### config.mk
export PLATFORM = sky130hd
export DESIGN_NAME = block_ram_arbiter
export DESIGN_NICKNAME = d
export VERILOG_FILES = /design/src/rtl/block_ram_arb_pkg.sv /design/src/rtl/block_ram_arbiter_rr_select.sv /design/src/rtl/block_ram_arbiter.sv
export SDC_FILE = /design/constraint.sdc
export NUM_CORES = 1
export LEC_CHECK = 0
export ABC_CLOCK_PERIOD_IN_PS = 4700
export BUFFER_PORTS_ARGS = -buffer_cell sky130_fd_sc_hd__buf_2
export CORE_MARGIN = 2
export CORE_UTILIZATION = 45
export DETAILED_ROUTE_END_ITERATION = 10
export GPL_TIMING_DRIVEN = 0
export HOLD_SLACK_MARGIN = 0.05
export PLACE_DENSITY = 0.77
export SLEW_MARGIN = 20
export SYNTH_ARGS = -nofsm -noshare
export SYNTH_HDL_FRONTEND = slang
export SYNTH_SLANG_ARGS = --single-unit
### constraint.sdc
create_clock -name clk_i -period 4.7 [get_ports clk_i]
set_clock_uncertainty 0.15 [all_clocks]
set_input_delay 0.94 -clock clk_i [delete_from_list [all_inputs] [get_ports clk_i]]
set_output_delay 0.94 -clock clk_i [all_outputs]
set_load 0.02 [all_outputs]
### src/rtl/block_ram_arb_pkg.sv
// Shared types and defaults for the block RAM arbiter slice.
// State encoding, port indices and default RAM geometry.
package block_ram_arb_pkg;

  localparam int NUM_ENTRIES_DEF = 256;
  localparam int ADDR_W_DEF      = 16;
  localparam int DATA_W_DEF      = 16;

  localparam logic PORT_CPU = 1'b0;
  localparam logic PORT_DBG = 1'b1;

  typedef enum logic [1:0] {
    IDLE   = 2'd0,
    ACCESS = 2'd1,
    RESP   = 2'd2
  } state_e;

endpackage

### src/rtl/block_ram_arbiter_rr_select.sv
// Combinational two-way winner select: locked owner, then round-robin pointer, then the other port.
// Zero latency; o_vld is low only when neither port requests.
module rr_select
  import block_ram_arb_pkg::*;
(
  input  logic [1:0] i_req,
  input  logic       i_ptr,
  input  logic       i_lock,
  input  logic       i_owner,
  output logic       o_vld,
  output logic       o_win
);

  always_comb begin
    o_vld = |i_req;
    o_win = i_ptr;
    if (i_lock && i_req[i_owner]) begin
      o_win = i_owner;
    end else if (i_req[i_ptr]) begin
      o_win = i_ptr;
    end else begin
      o_win = ~i_ptr;
    end
  end

endmodule

### src/rtl/block_ram_arbiter.sv
// Round-robin arbiter and IDLE->ACCESS->RESP sequencer for the single-port block RAM (p0 CPU, p1 debug).
// Ack two cycles after the grant, one access per three cycles; a requester holds its request until ack.
module block_ram_arbiter
  import block_ram_arb_pkg::*;
#(
  parameter int NUM_ENTRIES = NUM_ENTRIES_DEF,
  parameter int ADDR_W      = ADDR_W_DEF,
  parameter int DATA_W      = DATA_W_DEF
) (
  input  logic              clk_i,
  input  logic              rst_i,
  input  logic              p0_req_i,
  input  logic              p0_lock_i,
  input  logic              p0_we_i,
  input  logic [ADDR_W-1:0] p0_addr_i,
  input  logic [DATA_W-1:0] p0_wdata_i,
  output logic              p0_ack_o,
  output logic              p0_err_o,
  output logic [DATA_W-1:0] p0_rdata_o,
  input  logic              p1_req_i,
  input  logic              p1_lock_i,
  input  logic              p1_we_i,
  input  logic [ADDR_W-1:0] p1_addr_i,
  input  logic [DATA_W-1:0] p1_wdata_i,
  output logic              p1_ack_o,
  output logic              p1_err_o,
  output logic [DATA_W-1:0] p1_rdata_o,
  output logic              mem_wr_o,
  output logic [ADDR_W-1:0] mem_addr_o,
  output logic [DATA_W-1:0] mem_wdata_o,
  input  logic [DATA_W-1:0] mem_rdata_i,
  output logic              busy_o,
  output logic              grant_o
);

  typedef struct packed {
    logic              we;
    logic              lock;
    logic [ADDR_W-1:0] addr;
    logic [DATA_W-1:0] wdata;
  } req_t;

  localparam logic [32:0] LP_LIMIT = 33'(NUM_ENTRIES);

  state_e            r_state;
  req_t              r_req;
  logic              r_ptr;
  logic              r_lock_flg;
  logic              r_grant;
  logic              r_oor;
  logic              r_mem_wr;
  logic [1:0]        r_ack;
  logic [1:0]        r_err;
  logic [DATA_W-1:0] r_rdata0;
  logic [DATA_W-1:0] r_rdata1;

  logic [1:0]        w_req;
  logic              w_win_vld;
  logic              w_win;
  logic              w_sel_oor;
  req_t              w_req0;
  req_t              w_req1;
  req_t              w_sel;
  logic [DATA_W-1:0] w_rd;

  assign w_req     = {p1_req_i, p0_req_i};
  assign w_req0    = '{we: p0_we_i, lock: p0_lock_i, addr: p0_addr_i, wdata: p0_wdata_i};
  assign w_req1    = '{we: p1_we_i, lock: p1_lock_i, addr: p1_addr_i, wdata: p1_wdata_i};
  assign w_sel     = (w_win == PORT_DBG) ? w_req1 : w_req0;
  assign w_sel_oor = (33'(w_sel.addr) >= LP_LIMIT);
  assign w_rd      = r_oor ? '0 : mem_rdata_i;

  // The last-served port is the lock owner.
  rr_select u_rr_select (
    .i_req   (w_req),
    .i_ptr   (r_ptr),
    .i_lock  (r_lock_flg),
    .i_owner (r_grant),
    .o_vld   (w_win_vld),
    .o_win   (w_win)
  );

  // r_mem_wr is a register with async reset so a reset during ACCESS kills the write before the edge.
  always_ff @(posedge clk_i or posedge rst_i) begin
    if (rst_i) begin
      r_state    <= IDLE;
      r_req      <= '0;
      r_ptr      <= PORT_CPU;
      r_lock_flg <= 1'b0;
      r_grant    <= PORT_CPU;
      r_oor      <= 1'b0;
      r_mem_wr   <= 1'b0;
      r_ack      <= '0;
      r_err      <= '0;
      r_rdata0   <= '0;
      r_rdata1   <= '0;
    end else begin
      r_ack <= '0;
      r_err <= '0;
      case (r_state)
        IDLE: begin
          if (w_win_vld) begin
            r_req    <= w_sel;
            r_grant  <= w_win;
            r_oor    <= w_sel_oor;
            r_mem_wr <= w_sel.we & ~w_sel_oor;
            r_state  <= ACCESS;
          end
        end
        ACCESS: begin
          r_mem_wr <= 1'b0;
          if (!r_req.we) begin
            if (r_grant == PORT_DBG) r_rdata1 <= w_rd;
            else                     r_rdata0 <= w_rd;
          end
          r_ack[r_grant] <= 1'b1;
          r_err[r_grant] <= r_oor;
          r_state        <= RESP;
        end
        RESP: begin
          if (r_req.lock) begin
            r_lock_flg <= 1'b1;
          end else begin
            r_ptr      <= ~r_grant;
            r_lock_flg <= 1'b0;
          end
          r_state <= IDLE;
        end
        default: begin
          r_mem_wr <= 1'b0;
          r_state  <= IDLE;
        end
      endcase
    end
  end

  assign p0_ack_o    = r_ack[0];
  assign p1_ack_o    = r_ack[1];
  assign p0_err_o    = r_err[0];
  assign p1_err_o    = r_err[1];
  assign p0_rdata_o  = r_rdata0;
  assign p1_rdata_o  = r_rdata1;
  assign mem_wr_o    = r_mem_wr;
  assign mem_addr_o  = r_req.addr;
  assign mem_wdata_o = r_req.wdata;
  assign busy_o      = (r_state != IDLE);
  assign grant_o     = r_grant;

endmodule

== Word-level counts from Yosys, hierarchy flattened ==
Index checks and enable logic that the tools add are counted.

* Order comparisons: 4
* Eq/ne operators: 3
* Mux-type cells: 17
* Bitwise gates (word level): 8
* Reduce and logical (&&, ||, !) cells: 10

{| class="wikitable"
|+ Operator list
! kind !! number
|-
| two-way mux 34 bit || 1
|-
| >= comparator 16 x 9 -> 1 bit (second input constant) || 1
|-
| two-way mux 16 bit || 1
|-
| two-way mux 1 bit || 9
|-
| two-way mux 2 bit || 3
|-
| NOT 1 bit || 6
|-
| AND reduction 2 bit || 3
|-
| AND reduction 3 bit || 2
|-
| less-than comparator 1 x 2 -> 1 bit (second input constant) || 2
|-
| one-hot mux 2 bit (2 select lines) || 1
|-
| bitwise AND 2 bit || 1
|-
| == test 2 x 1 -> 1 bit (second input constant) || 1
|-
| == test 2 bit (second input constant) || 1
|-
| logical AND 1 bit || 2
|-
| logical NOT 2 bit || 1
|-
| != test 2 x 1 -> 1 bit (second input constant) || 1
|-
| one-hot mux 1 bit (2 select lines) || 1
|-
| nonzero test 2 bit || 1
|-
| OR reduction 2 bit || 1
|-
| bitwise AND 1 bit || 1
|-
| demux 1 bit (select 1 bit) || 1
|-
| >= comparator 1 bit (second input constant) || 1
|}

* Flip-flop bits (word level): 77
* Output and inout port bits: 71
* Word-level logic and storage cells: 56

== Longest topological paths before layout ==
* Depth after elaboration: 10
* Gate-level depth with buffers: 7
* Gate-level depth less buffers: 5

== By module ==
Synthesis repeated with hierarchy kept, for this count alone.

* Cell total of the unflattened synthesis: 344
* Area, all modules: 3528.4 µm²

{| class="wikitable"
|+ Modules (own cells, without submodules)
! module !! instances !! cells an instance !! area each (µm²) !! sequential area each (µm²)
|-
| block_ram_arbiter || 1 || 340 || 3499.6 || 1926.8
|-
| rr_select || 1 || 4 || 28.8 || 0.0
|}

== Worst setup path before layout ==
OpenSTA, ideal clock, no wires.

* Path kind: input -> register
* Start point: input port p0_req_i
* End point: register r_req[32] (netlist name)
* Setup time: 0.126 ns
* Arrival time: 1.839 ns
* Required time: 4.424 ns
* Path slack: 2.585 ns
* Stages: 6
* Buffers on the path: 2
* Cells stage by stage: nor2_1 a2bb2oi_4 buf_6 buf_6 mux2i_1 a21oi_1

* Longest elaborated chain between the ends: 5
* Elaborated cells between the ends (all ways): 10
* Those cells by class: 7 x mux; 3 x reduce/logical

{| class="wikitable"
|+ RTL lines
! what !! RTL line !! RTL
|-
| start: declaration || block_ram_arbiter.sv:12 || <nowiki>input logic p0_req_i,</nowiki>
|-
| two-way mux 1 bit (on tied branches) (2 in series) || block_ram_arbiter_rr_select.sv:19, block_ram_arbiter_rr_select.sv:17 ||
|-
| two-way mux 1 bit or logical AND 1 bit (tied branches) || block_ram_arbiter_rr_select.sv:19, block_ram_arbiter_rr_select.sv:17 ||
|-
| two-way mux 1 bit || block_ram_arbiter_rr_select.sv:17 || <nowiki>if (i_lock && i_req[i_owner]) begin</nowiki>
|-
| two-way mux 34 bit || block_ram_arbiter.sv:69 || <nowiki>assign w_sel = (w_win == PORT_DBG) ? w_req1 : w_req0;</nowiki>
|-
| end signal: assignment || block_ram_arbiter.sv:103 || <nowiki>r_req <= w_sel;</nowiki>
|-
| end: declaration || block_ram_arbiter.sv:46 || <nowiki>req_t r_req;</nowiki>
|}

Several ways; a longest one is shown, not always the timed one. The select of a mux whose other input is x is not followed.
A chain may end at the register's enable or synchronous reset.

== Final worst setup path ==
* Start point: register r_state[1]
* End point: output port busy_o

* Longest elaborated chain between the ends: 1

{| class="wikitable"
|+ RTL lines
! what !! RTL line !! RTL
|-
| start: declaration || block_ram_arbiter.sv:45 || <nowiki>state_e r_state;</nowiki>
|-
| start signal: assignment || block_ram_arbiter.sv:86 || <nowiki>r_state <= IDLE;</nowiki>
|-
| start signal: assignment || block_ram_arbiter.sv:107 || <nowiki>r_state <= ACCESS;</nowiki>
|-
| start signal: assignment || block_ram_arbiter.sv:118 || <nowiki>r_state <= RESP;</nowiki>
|-
| nonzero test 2 bit || block_ram_arbiter.sv:146 || <nowiki>assign busy_o = (r_state != IDLE);</nowiki>
|-
| end: declaration || block_ram_arbiter.sv:32 || <nowiki>output logic busy_o,</nowiki>
|}

No other way between the ends.

==> run_results.csv <==
group,metric,value,unit
outcome,status,"complete, no violations",
yosys,ys_flop_type,"sky130_fd_sc_hd__dfrtp_1",
cells_and_area,design.final.nets,609,
pwr,total_power,3.20,mW
yosys,post_synth_main_area_contributors,"sky130_fd_sc_hd__dfrtp_1 54%, sky130_fd_sc_hd__mux2i_1 9.6%, sky130_fd_sc_hd__o21ai_0 8.1%",
die,design.die.area,8650,µm²
placement,pre_cts_slack,2.15,ns
die,initial_utilization,46.4,%
route,detailroute.via_count,3032,
clock_network,clock_tree.root_cell,"sky130_fd_sc_hd__clkbuf_8",
min_path,worstHoldPathType,"flip-flop to flip-flop",
die,i_o_pin_count,159,
die,floorplan.core_area,7690,µm²
critical_path,r2r-end,"mem_wdata_o[0]",
clock_network,post_cts.resized_instances,0,
route,drt-initial-drc-count,75,
global_route,grt_overflow_total,0,
cells_and_area,antenna_cells,0,
min_path,sink_of_the_worst_hold_path,"p0_rdata_o[13]",
global_route,grtUsageTotal,20.7,%
critical_path,worstSetupEndpointType,"primary output",
run,max-cap-violations,0,
route,routed_wirelength,8740,µm
route,avgRoutedWirePerCell,13.9,µm
critical_path,ff2ff_path_depth,6,
critical_path,crit_required,3.61,ns
pwr,power.density,681,nW/µm²
placement,weighted_congestion_reported_at_the_end_of_routability_driven_placement,0.843,
global_route,antenna_found_initial,0,
yosys,synth_seq_cells,77,
critical_path,setup.reg_to_reg.worst_slack,2.82,ns
cells_and_area,final_layout_size_suffix_gt1_share,41.8,%
yosys,synthCells,351,
global_route,grt_pass1_vias,2985,
clock_network,cts_made_buffers,9,
pwr,power.ir.vdd_worst,0.320,mV
global_route,grt_start_max_net_pins,41,
timing,timing.max_slew.rel_slack,66.1,%
cells_and_area,num-fill-cells,684,
yosys,yosys.area.top_type,"sky130_fd_sc_hd__dfrtp_1",
critical_path,critical_path_arrival,1.18,ns
timing,final_max_slew_viol_count,0,
timing,setup_viol,0,
timing,timing.final.ws_setup,2.43,ns
timing,period_needed,2.27,ns
yosys,synth_async_sr_flop_share,100,%
route,avgViaCountPerCell,4.83,
clock_network,htreeDepth,3,
timing,hold_viol,0,
cells_and_area,areaGrowthSynthToFinish,32.0,%
critical_path,critical_path.max_fanout,4,
critical_path,critical_path.reg2reg.startpoint,"grant_o",
yosys,synth_largest_type_area_fraction,54.1,%
die,placement_rows,32,
die,die_h,93.0,µm
critical_path,critical_path.startpoint_type,"flip-flop",
clock_network,cts.reportedPaths.clkPinSlew,0.08,ns
timing,worstMarginPinSlew,0.509,ns
die,die_w,93.0,µm
route,drc_markers,0,
route,postRouteAntennaNets,0,
timing,max_clock_freq,440,MHz
timing,tns,0,ns
yosys,ys_seq_area_share,54.1,%
min_path,worstHoldPathCells,2,
yosys,yosysWarnings,0,
clock_network,tritoncts,"built",
min_path,min_from,"p0_rdata_o[13]",
clock_network,post_cts_hold_buffer_count,0,
yosys,synthesis.area,3560,µm²
placement,buffer_ports.inserted,158,
placement,place_inst,612,
clock_network,clkLatencyLatePin,0.35,ns
clock_network,cts-root-to-sink-buffers,2,
timing,rsz_0062_raised_after_global_routing,"false",
placement,hpwlAfterDp,6790,µm
cells_and_area,stdcell_count,628,
clock_network,cts_sink_cnt,77,
clock_network,postCtsSetupBuffers,0,
global_route,grt_pass1_wl,14100,µm
pwr,power_leakage,2.51,nW
timing,layout_worst_path_cycle_share,48.4,%
yosys,edff_count_synth,0,
yosys,syn_nets,439,
yosys,synthDistinctLibCells,28,
route,drt-pass1-iter-count,4,
critical_path,critical_path_class,"flip-flop to primary output",
yosys,postSynthAreaPerCell,10.2,µm²
timing,worst_hold_slack,0.328,ns
-- layout make-up --
| type | count | area (µm²) | area share, % |
|---|---|---|---|
| Tap cell | 102 | 128 | 2.71 |
| Clock inverter | 7 | 75.1 | 1.60 |
| Inverter | 3 | 13.8 | 0.293 |
| Sequential cell | 77 | 1930 | 41.0 |
| Clock buffer | 9 | 124 | 2.63 |
| Timing Repair Buffer | 159 | 811 | 17.2 |
| Buffer | 53 | 368 | 7.82 |
| Multi-Input combinational cell | 218 | 1260 | 26.7 |
-- metrics by stage --
stage | utilization, % | instance area [µm²]
after floorplan | - | 3560
after global placement | 58.3 | 4480
after detailed placement | 58.6 | 4500
after CTS | 61.2 | 4700
after global routing | 61.2 | 4700
final | 61.2 | 4700
-- power breakdown --
group          switching [mW]  internal, mW  leakage, nW  total, mW
clock network           0.251         0.247       0.0918      0.498
logic                   0.919         0.668         1.45       1.59
registers               0.165         0.952        0.964       1.12
total                    1.34          1.87         2.51       3.20
-- how the worst max path moves through the flow --
| stage | startpoint | endpoint | slack [ns] |
|---|---|---|---|
| 6_report | r_state[1] | busy_o | 2.43 |
| 5_1_grt | r_state[1] | busy_o | 2.38 |
| 4_1_cts | r_state[1] | busy_o | 2.42 |
| 3_5_place_dp | p0_req_i | mem_wdata_o[0] | 2.15 |
| 3_3_place_gp | rst_i | mem_addr_o[7] | 0.79 |
| 2_1_floorplan | rst_i | grant_o | 1.64 |
-- cells in the mapped netlist, drive strengths merged, types with 2 or more instances --
cell and number:
and2 2, clkbuf 12, nor4 2, o21ai 65, mux2i 35, nand2b 18
or2 2, and3 2, nor2 11, inv 2, dfrtp 77, buf 41
or4 2, nand3 3, nand2 66, a21oi 3
-- kinds of logic (layout without fill, tap and decap cells) --
kind of cell,after synthesis,count (layout),share of synthesized area [%]
multiplexers,36,36,10.3
AO/OA/AOI/OAI,71,71,11.0
buffers and inverters,56,231,10.6
flip-flops,77,77,54.1
AND/OR/NAND/NOR,111,111,14.1
-- routing by layer --
layer | up-vias | wire [µm] | global-route usage (%)
li1 | 1477 | - | -
met1 | 1420 | 3840 | 26.4
met2 | 126 | 4220 | 35.3
met3 | 9 | 585 | 4.59
met4 | 0 | 101 | 6.74
met5 | - | 0 | 0
-- critical path: stages (launching register included) --
cell and delay, ns:
sky130_fd_sc_hd__dfrtp_1 0.41, sky130_fd_sc_hd__or2_1 0.26, sky130_fd_sc_hd__buf_2 0.17
-- registers in the layout, indices dropped and copies added (netlist names) --
| name | flops |
|---|---|
| r_lock_flg | 1 |
| grant_o | 1 |
| mem_addr_o | 16 |
| p1_rdata_o | 16 |
| mem_wdata_o | 16 |
| r_oor | 1 |
| r_ptr | 1 |
| r_req | 2 |
| p0_rdata_o | 16 |
| r_ack | 2 |
| mem_wr_o | 1 |
| r_state | 2 |
| r_err | 2 |
-- cells in the final DEF, fill, tap and decap left out --
cell type	count
sky130_fd_sc_hd__a21oi_1	3
sky130_fd_sc_hd__a2bb2oi_4	1
sky130_fd_sc_hd__and2_1	2
sky130_fd_sc_hd__and3_1	2
sky130_fd_sc_hd__buf_1	1
sky130_fd_sc_hd__buf_12	1
sky130_fd_sc_hd__buf_2	158
sky130_fd_sc_hd__buf_4	35
sky130_fd_sc_hd__buf_6	5
sky130_fd_sc_hd__bufinv_16	1
sky130_fd_sc_hd__clkbuf_1	12
sky130_fd_sc_hd__clkbuf_8	9
sky130_fd_sc_hd__clkinv_1	1
sky130_fd_sc_hd__clkinv_2	1
sky130_fd_sc_hd__clkinv_4	1
sky130_fd_sc_hd__clkinvlp_4	3
sky130_fd_sc_hd__dfrtp_1	77
sky130_fd_sc_hd__inv_1	1
sky130_fd_sc_hd__inv_4	1
sky130_fd_sc_hd__inv_6	1
sky130_fd_sc_hd__mux2_2	1
sky130_fd_sc_hd__mux2i_1	34
sky130_fd_sc_hd__mux2i_2	1
sky130_fd_sc_hd__nand2_1	66
sky130_fd_sc_hd__nand2b_1	18
sky130_fd_sc_hd__nand3_1	3
sky130_fd_sc_hd__nand3b_1	1
sky130_fd_sc_hd__nor2_1	11
sky130_fd_sc_hd__nor2b_1	1
sky130_fd_sc_hd__nor4_1	2
sky130_fd_sc_hd__o211ai_1	1
sky130_fd_sc_hd__o21ai_0	58
sky130_fd_sc_hd__o21ai_1	7
sky130_fd_sc_hd__o311ai_2	1
sky130_fd_sc_hd__or2_1	2
sky130_fd_sc_hd__or3_1	1
sky130_fd_sc_hd__or4_1	2
(Power assumes the default switching activity.)
